$ cat config.mk
export PLATFORM = sky130hd
export DESIGN_NAME = lamp_fpu_round_pack
export DESIGN_NICKNAME = d
export VERILOG_FILES = /design/src/rtl/lamp_fpu_round_pack.sv
export SDC_FILE = /design/constraint.sdc
export NUM_CORES = 1
export LEC_CHECK = 0
export CORE_ASPECT_RATIO = 2
export CORE_MARGIN = 1.5
export CORE_UTILIZATION = 47
export CTS_BUF_LIST = sky130_fd_sc_hd__clkbuf_4 sky130_fd_sc_hd__clkbuf_8
export CTS_CLUSTER_DIAMETER = 40
export DETAILED_ROUTE_END_ITERATION = 8
export PLACE_DENSITY = 0.82
export SLEW_MARGIN = 5
export SYNTH_ARGS = -nofsm -noshare
export SYNTH_HDL_FRONTEND = slang
export SYNTH_SLANG_ARGS = --single-unit
export TNS_END_PERCENT = 5
$ cat constraint.sdc
create_clock -name clk -period 1.6 [get_ports clk]
set_input_delay 0.16 -clock clk [delete_from_list [all_inputs] [get_ports clk]]
set_output_delay 0.16 -clock clk [all_outputs]
set_load 0.005 [all_outputs]
$ cat src/rtl/lamp_fpu_round_pack.sv
// -----------------------------------------------------------------------------
// lamp_fpu_round_pack
//
// Rounding and packing stage of the bfloat16 LAMP FPU, directly downstream of
// the multiplier. It takes the registered sign, exponent and extended fraction
// (hidden, fraction, guard, round, sticky) plus the overflow, underflow and
// to-round flags, and applies one of four IEEE-754 rounding modes. It then
// packs a {sign, exponent, fraction} result and accumulates sticky exception
// flags.
//
// The stage is a two-deep valid/ready pipeline. Stage A registers the rounded
// result. Stage B is the output register. When the consumer stalls, up to two
// results are buffered and nothing is lost.
//
// Ports
//   clk            clock
//   rst            asynchronous, active-high reset
//   valid_i        input operation valid
//   ready_o        stage can accept an input this cycle (combinational)
//   s_i            result sign
//   e_i            biased exponent after post-normalization
//   f_i            {ovf(ignored), hidden, fraction[F_DW-1:0], G, R, S}
//   isOverflow_i   upstream exponent overflow
//   isUnderflow_i  upstream result is tiny
//   isToRound_i    0 = special value, passed through untouched
//   rndMode_i      00 RNE, 01 RTZ, 10 RDN, 11 RUP
//   valid_o        result valid
//   ready_i        downstream accepts result
//   res_o          packed {s, e, f}
//   isInexact_o    per-result inexact flag, qualified by valid_o
//   isOverflow_o   per-result overflow flag, qualified by valid_o
//   isUnderflow_o  per-result underflow flag, qualified by valid_o
//   flags_o        sticky {overflow, underflow, inexact}
//   flagsClr_i     clear sticky flags
// -----------------------------------------------------------------------------
module lamp_fpu_round_pack #(
  parameter int E_DW = 8,
  parameter int F_DW = 7
) (
  input  logic                     clk,
  input  logic                     rst,
  input  logic                     valid_i,
  output logic                     ready_o,
  input  logic                     s_i,
  input  logic [E_DW-1:0]          e_i,
  input  logic [F_DW+4:0]          f_i,
  input  logic                     isOverflow_i,
  input  logic                     isUnderflow_i,
  input  logic                     isToRound_i,
  input  logic [1:0]               rndMode_i,
  output logic                     valid_o,
  input  logic                     ready_i,
  output logic [E_DW+F_DW:0]       res_o,
  output logic                     isInexact_o,
  output logic                     isOverflow_o,
  output logic                     isUnderflow_o,
  output logic [2:0]               flags_o,
  input  logic                     flagsClr_i
);

  localparam int RES_W = 1 + E_DW + F_DW;
  localparam int SUM_W = E_DW + F_DW;

  localparam logic [1:0] RND_RNE = 2'b00;
  localparam logic [1:0] RND_RTZ = 2'b01;
  localparam logic [1:0] RND_RDN = 2'b10;
  localparam logic [1:0] RND_RUP = 2'b11;

  // ---------------------------------------------------------------------------
  // Helpers
  // ---------------------------------------------------------------------------

  // One-ulp round increment for the selected mode.
  function automatic logic roundInc(
    input logic [1:0] mode,
    input logic       sign,
    input logic       lsb,
    input logic       g,
    input logic       r,
    input logic       s
  );
    logic inexact;
    inexact = g | r | s;
    case (mode)
      RND_RNE: roundInc = g & (r | s | lsb);
      RND_RTZ: roundInc = 1'b0;
      RND_RDN: roundInc = sign & inexact;
      RND_RUP: roundInc = ~sign & inexact;
      default: roundInc = 1'b0;
    endcase
  endfunction

  // Saturated result on overflow: infinity when the mode rounds away from
  // zero for this sign, otherwise the largest finite magnitude.
  function automatic logic [RES_W-1:0] overflowRes(
    input logic [1:0] mode,
    input logic       sign
  );
    logic [RES_W-1:0] infRes;
    logic [RES_W-1:0] maxRes;
    infRes = {sign, {E_DW{1'b1}}, {F_DW{1'b0}}};
    maxRes = {sign, {(E_DW-1){1'b1}}, 1'b0, {F_DW{1'b1}}};
    case (mode)
      RND_RNE: overflowRes = infRes;
      RND_RTZ: overflowRes = maxRes;
      RND_RDN: overflowRes = sign ? infRes : maxRes;
      RND_RUP: overflowRes = sign ? maxRes : infRes;
      default: overflowRes = infRes;
    endcase
  endfunction

  // ---------------------------------------------------------------------------
  // Rounding datapath (feeds stage A)
  // ---------------------------------------------------------------------------
  logic             lsb_s;
  logic             guard_s;
  logic             round_s;
  logic             sticky_s;
  logic             inexact_s;
  logic             inc_s;
  logic [SUM_W-1:0] sum_s;
  logic             sumOvf_s;
  logic [RES_W-1:0] rndRes_s;
  logic             rndInexact_s;
  logic             rndOverflow_s;
  logic             rndUnderflow_s;

  // The overflow bit and the hidden bit never affect the packed result: the
  // hidden bit is implicit in the exponent, and a subnormal that rounds up
  // into it carries into the exponent field by itself. They are gathered here
  // only so that every input bit is read.
  logic unusedTopBits_s;
  assign unusedTopBits_s = ^f_i[F_DW+4:F_DW+3];

  // Round increment, packed sum and per-result flags for the incoming operation.
  always_comb begin
    lsb_s     = f_i[3];
    guard_s   = f_i[2];
    round_s   = f_i[1];
    sticky_s  = f_i[0];
    inexact_s = guard_s | round_s | sticky_s;
    inc_s     = roundInc(rndMode_i, s_i, lsb_s, guard_s, round_s, sticky_s);

    // A fraction carry ripples into the exponent field through the adder.
    sum_s    = {e_i, f_i[F_DW+2:3]} + {{(SUM_W-1){1'b0}}, inc_s};
    sumOvf_s = &sum_s[SUM_W-1:F_DW];

    rndRes_s       = {s_i, e_i, f_i[F_DW+2:3]};
    rndInexact_s   = 1'b0;
    rndOverflow_s  = 1'b0;
    rndUnderflow_s = 1'b0;

    if (!isToRound_i) begin
      // Zero, infinity and NaN pass through with no exceptions.
      rndRes_s       = {s_i, e_i, f_i[F_DW+2:3]};
      rndInexact_s   = 1'b0;
      rndOverflow_s  = 1'b0;
      rndUnderflow_s = 1'b0;
    end else if (isOverflow_i || sumOvf_s) begin
      rndRes_s       = overflowRes(rndMode_i, s_i);
      rndInexact_s   = 1'b1;
      rndOverflow_s  = 1'b1;
      rndUnderflow_s = isUnderflow_i & inexact_s;
    end else begin
      rndRes_s       = {s_i, sum_s};
      rndInexact_s   = inexact_s;
      rndOverflow_s  = 1'b0;
      rndUnderflow_s = isUnderflow_i & inexact_s;
    end
  end

  // ---------------------------------------------------------------------------
  // Pipeline control
  // ---------------------------------------------------------------------------
  logic             validA_r;
  logic [RES_W-1:0] resA_r;
  logic             inexactA_r;
  logic             overflowA_r;
  logic             underflowA_r;
  logic             loadB_s;
  logic             loadA_s;
  logic             outHs_s;
  logic [2:0]       newFlags_s;

  // Handshake terms: B can take a new entry whenever it is empty or draining;
  // A can take a new entry whenever it is empty or moving into B.
  always_comb begin
    loadB_s = ~valid_o | ready_i;
    ready_o = ~validA_r | loadB_s;
    loadA_s = valid_i & ready_o;
    outHs_s = valid_o & ready_i;
    if (outHs_s) begin
      newFlags_s = {isOverflow_o, isUnderflow_o, isInexact_o};
    end else begin
      newFlags_s = 3'b000;
    end
  end

  // Stage A: captures the rounded result of an accepted operation.
  always_ff @(posedge clk or posedge rst) begin
    if (rst) begin
      validA_r     <= 1'b0;
      resA_r       <= {RES_W{1'b0}};
      inexactA_r   <= 1'b0;
      overflowA_r  <= 1'b0;
      underflowA_r <= 1'b0;
    end else if (ready_o) begin
      // ready_o with A full implies A is moving into B this edge.
      validA_r <= valid_i;
      if (loadA_s) begin
        resA_r       <= rndRes_s;
        inexactA_r   <= rndInexact_s;
        overflowA_r  <= rndOverflow_s;
        underflowA_r <= rndUnderflow_s;
      end
    end
  end

  // Stage B: output register, held stable while the consumer stalls.
  always_ff @(posedge clk or posedge rst) begin
    if (rst) begin
      valid_o       <= 1'b0;
      res_o         <= {RES_W{1'b0}};
      isInexact_o   <= 1'b0;
      isOverflow_o  <= 1'b0;
      isUnderflow_o <= 1'b0;
    end else if (loadB_s) begin
      valid_o <= validA_r;
      if (validA_r) begin
        res_o         <= resA_r;
        isInexact_o   <= inexactA_r;
        isOverflow_o  <= overflowA_r;
        isUnderflow_o <= underflowA_r;
      end
    end
  end

  // Sticky exception flags: a clear and a coinciding new flag leave the new flag set.
  always_ff @(posedge clk or posedge rst) begin
    if (rst) begin
      flags_o <= 3'b000;
    end else begin
      flags_o <= (flagsClr_i ? 3'b000 : flags_o) | newFlags_s;
    end
  end

endmodule

### Word level (Yosys, flattened, before mapping)

Index checks and enable logic that the tools add are counted.

| word-level totals | value |
|---|---|
| register bits | 43 |

| cells by class | value |
|---|---|
| add/subtract/negate cells | 1 |
| muxes and demuxes | 13 |
| eq/ne operators | 3 |
| bitwise operators | 16 |
| reduce and logical (&&, ||, !) cells | 5 |

Operators with widths:

| operator | count |
|---|---|
| $mux W16 | 4 |
| $pmux W16 S4 | 1 |
| $add A15 B1 Y15 | 1 |
| $reduce_and A8 Y1 | 1 |
| $and A1 B1 Y1 | 6 |
| $mux W3 | 2 |
| $or A1 B1 Y1 | 6 |
| $mux W1 | 5 |
| $eq A2 B2 Y1 const B | 2 |
| $pmux W1 S4 | 1 |
| $reduce_and A2 Y1 | 2 |
| $not A1 Y1 | 3 |
| $or A3 B3 Y3 | 1 |
| $eq A2 B1 Y1 const B | 1 |
| $logic_not A2 Y1 | 1 |
| $logic_or A1 B1 Y1 | 1 |

### Depth between registers and ports, before layout

Gate-level depths: netlist of run 1.

| logic depth | value |
|---|---|
| depth after elaboration | 9 |
| mapped depth | 12 |
| depth with buffers taken out | 12 |

### Least setup slack after synthesis of run 1

Ideal clock, no wire load.

| timing path | value |
|---|---|
| path kind | input port to flip-flop |
| start | input s_i |
| end | register resA_r[7] |
| data arrival time | 2.483 ns |
| stages | 12 |
| setup slack | -0.948 ns |
| path buffers | 0 |
| setup time | 0.065 ns |
| path through | nand2b_1 > xor2_1 > o21ai_0 > a21oi_1 > ha_1 > ha_1 > a21o_1 > and4_4 > nor3_1 > o31a_1 > a2111oi_2 > a211o_1 |

| between the ends | value |
|---|---|
| longest elaborated chain between the ends | 8 |
| elaborated cells on any way between the ends | 12 |

Ends and longest elaborated chain:

| item | RTL line | RTL |
|---|---|---|
| start, declared | 44 | `input logic s_i,` |
| $not A1 Y1 | 88 | `RND_RUP: roundInc = ~sign & inexact;` |
| $and A1 B1 Y1 | 88 |  |
| $pmux W1 S4 | 84 | `case (mode)` |
| $add A15 B1 Y15 | 145 | `sum_s = {e_i, f_i[F_DW+2:3]} + {{(SUM_W-1){1'b0}}, inc_s};` |
| $reduce_and A8 Y1 | 146 | `sumOvf_s = &sum_s[SUM_W-1:F_DW];` |
| $logic_or A1 B1 Y1 | 159 | `end else if (isOverflow_i \|\| sumOvf_s) begin` |
| $mux W16 (*) | 159 |  |
| $mux W16 (*) | 153 | `if (!isToRound_i) begin` |
| end signal, assigned | 203 | `resA_r <= {RES_W{1'b0}};` |
| end signal, assigned | 211 | `resA_r <= rndRes_s;` |
| end, declared | 176 | `logic [RES_W-1:0] resA_r;` |

Mark *: on every way between the ends. The rest lies on a longest branch, timed or not.
A chain may end at the register's enable or synchronous reset.

### Worst setup path after layout of run 1

| timing path | value |
|---|---|
| start | input s_i |
| end | register inexactA_r |

| between the ends | value |
|---|---|
| longest elaborated chain between the ends | 8 |
| elaborated cells on any way between the ends | 9 |

Ends and longest elaborated chain:

| item | RTL line | RTL |
|---|---|---|
| $not A1 Y1 | 88 |  |
| $and A1 B1 Y1 | 88 |  |
| $pmux W1 S4 (*) | 84 |  |
| $add A15 B1 Y15 (*) | 145 |  |
| $reduce_and A8 Y1 (*) | 146 |  |
| $logic_or A1 B1 Y1 (*) | 159 |  |
| $mux W1 (*) | 159 |  |
| $mux W1 (*) | 153 |  |
| end signal, assigned | 212 | `inexactA_r <= rndInexact_s;` |
| end, declared | 177 | `logic inexactA_r;` |

Marks and branches as above.

==> results of run 1 <==
routing by layer:
layer  track usage, %  part of all wire [%]  vias to the layer above
li1                 -                     -                     1170
met1            30.18                    33                     1216
met2            50.44                    54                      112
met3            4.611                   3.7                       46
met4            26.92                   8.5                        0
met5                0                     0                        -
layout make-up:
| type | count | area (um2) |
|---|---|---|
| clock buffers | 7 | 96.34 |
| clock inverters | 1 | 7.507 |
| fillers | 320 | 1070 |
| inverters | 8 | 30.03 |
| multi-input cells | 184 | 1393 |
| flip-flops and latches | 43 | 1076 |
| well taps | 57 | 71.32 |
| repair buffers | 129 | 1121 |
kinds of logic (layout without fill, tap and decap cells):
family | after synthesis | in the layout
AOI/OAI and AO/OA | 72 | 72
xor gates and xnor gates | 5 | 5
adders and majority gates | 3 | 3
buffers and inverters | 18 | 145
DFF | 43 | 43
muxes | 23 | 23
and+or+nand+nor | 81 | 81
stage by stage:
stage | std cells | total power [mW] | cell area [um2] | hold WS, ns
3_3_place_gp | 412 | 2.445 | 3533 | 0.4488
3_5_place_dp | 412 | 2.487 | 3533 | 0.4698
2_1_floorplan | 245 | 1.829 | 2440 | 0.2564
6_report | 429 | 3.297 | 3795 | 0.07512
4_1_cts | 428 | 3.267 | 3731 | 0.07002
5_1_grt | 429 | 3.456 | 3795 | 0.07291
cells in the final DEF (no fill, tap or decap), drive strengths merged, types with 4 or more instances in the layout:
cell           synthesis  final
a21oi                 16     16
a31o                   5      5
a31oi                  9      9
buf                    3     80
clkbuf                 7      7
clkdlybuf4s50          0     44
dfrtp                 43     43
dlygate4sd2            0      5
inv                    7      7
mux2                  23     23
nand2                 26     26
nand2b                 4      4
nand3                 10     10
nand4                  4      4
nor2                  10     10
nor3                   7      7
nor3b                  4      4
o21ai                 20     20
o31ai                  4      4
xnor2                  4      4
worst max-delay path, stage by stage:
cell	delay, ns
buf_6	0.09
nand2b_4	0.15
xor2_4	0.15
o21ai_2	0.10
a21oi_4	0.16
ha_2	0.22
nand2_2	0.10
or4_4	0.47
xnor2_4	0.16
a31oi_2	0.20
a21oi_1	0.11
mux2_2	0.28
state kept, by name, indices dropped and copies added (netlist names):
signal	count
isInexact_o	1
validA_r	1
valid_o	1
inexactA_r	1
flags_o	3
isOverflow_o	1
isUnderflow_o	1
resA_r	16
overflowA_r	1
res_o	16
underflowA_r	1
final timing paths:
| check | start | slack (ns) | endpoint | depth (start not counted) |
|---|---|---|---|---|
| setup / recovery | s_i | -0.58 | inexactA_r | 12 |
| hold / removal | s_i | 0.08 | resA_r[15] | 2 |
| setup reg to reg | validA_r | 0.26 | resA_r[10] | 4 |
| hold reg to reg | resA_r[11] | 0.48 | resA_r[11] | 2 |
| max in group asynchronous | rst | 1.18 | validA_r | 3 |
| min in group asynchronous | rst | 0.21 | res_o[3] | 3 |
power breakdown:
part / internal, mW / leakage [nW] / switching, mW
sequential: 1.30 / 0.519 / 0.128
clock: 0.392 / 0.0505 / 0.386
combinational: 0.662 / 1.09 / 0.425
timing repair:
item | CTS | global route
setup endpoints to repair | 17 | 18
resized for setup | 29 | 12
setup buffers | 8 | 1
hold endpoints to repair | 0 | 0
gates cloned | 0 | 0
pin swaps | 13 | 7
==> impl_results.md, run 1 <==
- Run status: finished, violations left
- Failing checks: negative setup slack
- Simple logic cell fraction of the synthesized area: 17.64%
- Detailed-route wire length: 7.924 mm
- Die Ht: 103.7 um
- TritonCTS Sinks: 43
- Vias in the first global route: 2641
- Most frequent cell after synthesis: dfrtp_1
- Layout cells sized above 1: 37.63%
- Post-layout util: 78.01%
- Pwr Density: 868.9 mW/mm2
- Final nets: 405
- Synth area leader: dfrtp_1
- Crit path setup slack, layout: -0.5816 ns
- Antenna Cells: 0
- Die width: 53.36 um
- YS warnings: 0
- Crit start category: input pin
- CTS tree: yes
- HP Class: in2reg
- Area growth syn-to-layout: 59.21%
- Synth top cells by count: dfrtp_1, nand2_1, mux2_2
- Synth unique cells: 48
- RSZ-0062 raised after global routing: true
- Worst skew pair latency: 0.31 ns
- GR Overflow Total: 0
- Avg Synthesized Cell Area: 9.729 um2
- Critical path data required time: 1.80 ns
- Top_reg_cell synth: dfrtp_1
- Count of buffers from port buffering: 52
- Largest family of logic cells by synthesized area: compound AO/OA/AOI/OAI gates
- WS Path Type: in2reg
- Post-synthesis mux area share: 10.87%
- Die area: 0.005533 mm2
- Dpl ws: -1.399 ns
- DRT Pass-1 Iters: 4
- Post-Synth Adder-Cell Area: 1.575%
- Drt wl/cell: 18.47 um
- Total vias in the final route: 2544
- Share of the synthesized area in the top cell type: 45.14%
- Post-Syn Nets: 279
- Max-Cap Viols: 0
- Post-Synthesis Cells: 245
- Seq cells post-synth: 43
- H-Tree Depth: 2
- Seq/Total Area, Yosys: 45.14%
- Crit path time final: 2.182 ns
- Share of flip-flops with an asynchronous set or reset: 100.0%
- Setup Skew: 0.006982 ns
- GPL Wtd Cong: 0.9674
- Mapped cell area: 0.002384 mm2
- Critical Path AT: 2.38 ns
- Setup_tns: -6.691 ns
- CTS Root Cell: clkbuf_8
- Leak: 1.663 nW
- Post-cts hold buffer count: 0
- Largest net degree at the start of global routing: 44
- Final slew viol count: 0
- Post-route DRC: 0
- Number of flops mapped to enable cells by yosys: 0
- Worst-Margin Slew: 0.3759 ns
- Total Routing Usage GR: 30.39%
- Ports: 55
- Cts bufs inserted: 5
- Worst-path clk slew: 0.08 ns
- Post-synthesis xor/xnor area fraction: 1.837%
- Antenna violations before repair: 0
- 1st-iter DRT viols: 116
- Setup crit end kind: register
- Hpwl dp: 5.953 mm
- Fin. Hold Viols: 0
- First-pass GRT wire length: 12.17 mm
- Antenna Nets Post-Route: 0
- Clk buf depth: 2
- Number of core rows: 36
- Avg Vias per Cell: 5.930
- Initial Util: 49.00%
- Tcrit/Tclk final: 136.4%
- Rel. slew slack: 74.75%
- Fmax achieved: 0.4584 GHz
- Final Setup Violations: 17
- VDD IR-drop max: 1.202 mV
- Core area: 0.004865 mm2
- Top cells by area, synth: dfrtp_1, mux2_2, nand2_1
- Post-synthesis compound-gate area fraction: 19.74%
- Peak fanout along the critical path: 5
Note: power is estimated with default switching activity, not from simulation.
==> run 2: changes to the inputs <==
CORE_UTILIZATION = 50   (was 47)
PLACE_DENSITY = 0.83   (was 0.82)
clock period = 2.8 ns   (was 1.6 ns; I/O delays follow)
==> run 2 against run 1 <==
  * The flow now finishes without violations
  * Worst setup slack gained 0.71 ns
  * Clock power is 27% lower
  * Non-clock buffer count shrank 32
  * Sequential cell count did not move
  * Largest power group unchanged
  * First-iteration DRC count is 26% lower
  * Utilization shrank 1.2 points
  * Global-route usage down 1.4 points
  * Final cell count down 7.9%
==> impl_results.md, run 2 (same netlist as run 1, synthesis figures left out) <==
- Run status: finished, final reports clean
- Antenna Nets Post-Route: 0
- Area growth syn-to-layout: 48.14%
- Fillers: 342
- Biggest regs: resA_r: 16 flops, res_o: 16 flops, flags_o: 3 flops
- HP Class: in2reg
- Worst-path clk slew: 0.08 ns
- Critical Path AT: 2.85 ns
- Fmax achieved: 0.3745 GHz
- Dpl ws: -0.4672 ns
- Cell chain of the critical path: clkdlybuf4s50_1 > o21ai_0 > a21oi_2 > ha_4 > ha_4 > buf_4 > and4_1 > a32oi_1 > o22ai_1 > a31oi_4 > a21oi_1 > mux2_2
- Crit start category: input pin
- GR Overflow Total: 0
- 1st-iter DRT viols: 86
- First-pass GRT wire length: 11.24 mm
- Leak: 1.516 nW
- Rel. slew slack: 58.75%
- Antenna Cells: 0
- Detailed-route wire length: 7.229 mm
- Clk buf depth: 2
- Total Routing Usage GR: 28.97%
- Core area: 0.004598 mm2
- Setup crit end kind: register
- Drt wl/cell: 18.30 um
- Number of core rows: 35
- Largest net degree at the start of global routing: 44
- WS Path Type: in2reg
- Vias in the first global route: 2372
- Worst skew pair latency: 0.29 ns
- Peak fanout along the critical path: 4
- Avg Vias per Cell: 5.967
- VDD IR-drop max: 0.5454 mV
- Hpwl dp: 5.459 mm
- Top delay family on crit path: compound AO/OA/AOI/OAI gates
- Final Setup Violations: 0
- Initial Util: 51.84%
- GPL Wtd Cong: 0.9395
- Footprint of the multi-input gates: 0.001346 mm2
- DRT Pass-1 Iters: 4
- Count of buffers from port buffering: 52
- Cts bufs inserted: 5
- Critical path data required time: 2.98 ns
- Worst path slowest cell: clkdlybuf4s50_1
- Ports: 55
- RSZ-0062 raised after global routing: false
- Total vias in the final route: 2357
- Most frequent cells in the layout: clkdlybuf4s50_1, dfrtp_1, buf_4, nand2_1, mux2_2
- Post-route DRC: 0
- Antenna violations before repair: 0
- CP Buf/Inv Count: 2
- Setup Skew: 0.004597 ns
- Max-Cap Viols: 0
- Tcrit/Tclk final: 95.36%
- Post-layout util: 76.79%
- TritonCTS Sinks: 43
- Pwr Density: 552.4 mW/mm2
- Die Ht: 100.6 um
- H-Tree Depth: 2
- Final nets: 373
- Crit path setup slack, layout: 0.1300 ns
- Die width: 51.82 um
- Crit path time final: 2.670 ns
- Fin. Hold Viols: 0
- Die area: 0.005215 mm2
- Final slew viol count: 0
- Register area: 0.001076 mm2
- CTS tree: yes
- Worst-Margin Slew: 0.6144 ns
- Layout cells sized above 1: 29.12%
- Commonest non-fill, non-tap cell in the layout: clkdlybuf4s50_1
- CTS Root Cell: clkbuf_8
- Largest stage delay, worst path: 0.46 ns
- CP most frequent cell: ha_4
## run 2: changes by cell type in the layout (fill, tap and decap cells not counted), sizes merged
cell / previous run / this run
buf: 80 / 45
dlymetal6s2s: 0 / 3
bufinv: 0 / 2
dlygate4sd2: 5 / 0
clkinvlp: 1 / 0
clkdlybuf4s50: 44 / 49
clkbuf: 7 / 6
## run 2: cell type report
cell class / instances / area share [%]
Clock buffer: 6 / 2.162
Clock inverter: 2 / 1.701
Inverter: 8 / 0.8505
Multi-Input combinational cell: 184 / 38.13
Sequential cell: 43 / 30.47
Tap cell: 55 / 1.949
Timing Repair Buffer: 97 / 24.73
## run 2: through the flow
step | cells | hold WS (ns) | cell area (um2) | total power [mW] | setup TNS (ns)
floorplan | 245 | 0.3764 | 2384 | 1.039 | 0
global placement | 375 | 0.4485 | 3174 | 1.337 | -4.516
detailed placement | 375 | 0.4631 | 3174 | 1.359 | -5.306
CTS | 389 | 0.4308 | 3416 | 1.945 | 0
global route | 395 | 0.2875 | 3531 | 2.040 | 0
finish | 395 | 0.2827 | 3531 | 1.950 | 0
## run 2: power by group
part           total (mW)  internal [mW]  switching, mW  leakage [nW]
Clock               0.569          0.366          0.203        0.0688
Combinational       0.563          0.339          0.224         0.928
Sequential          0.818          0.745         0.0727         0.519
## run 2: path summary, 6_finish.rpt
path	start	to	slack (ns)	cells after the start
setup / recovery	f_i[3]	inexactA_r	0.13	12
hold / removal	s_i	resA_r[15]	0.28	2
setup reg to reg	valid_o	resA_r[0]	1.07	5
hold reg to reg	underflowA_r	underflowA_r	0.48	2
max in group asynchronous	rst	flags_o[0]	2.03	3
min in group asynchronous	rst	res_o[6]	0.41	3
## run 2: metal layers
layer  up-vias  routed length [um]  global-route usage [%]
li1       1109                   -                       -
met1      1130                2606                   30.43
met2        85                3980                   53.36
met3        33                 223                   3.116
met4         0                 419                   15.79
met5         -                   0                       0
## run 2: timing repair
item,CTS,global route
pin swaps,5,5
setup buffers,6,6
hold buffers,0,0
gates resized for setup,14,12
setup endpoints to repair,10,9
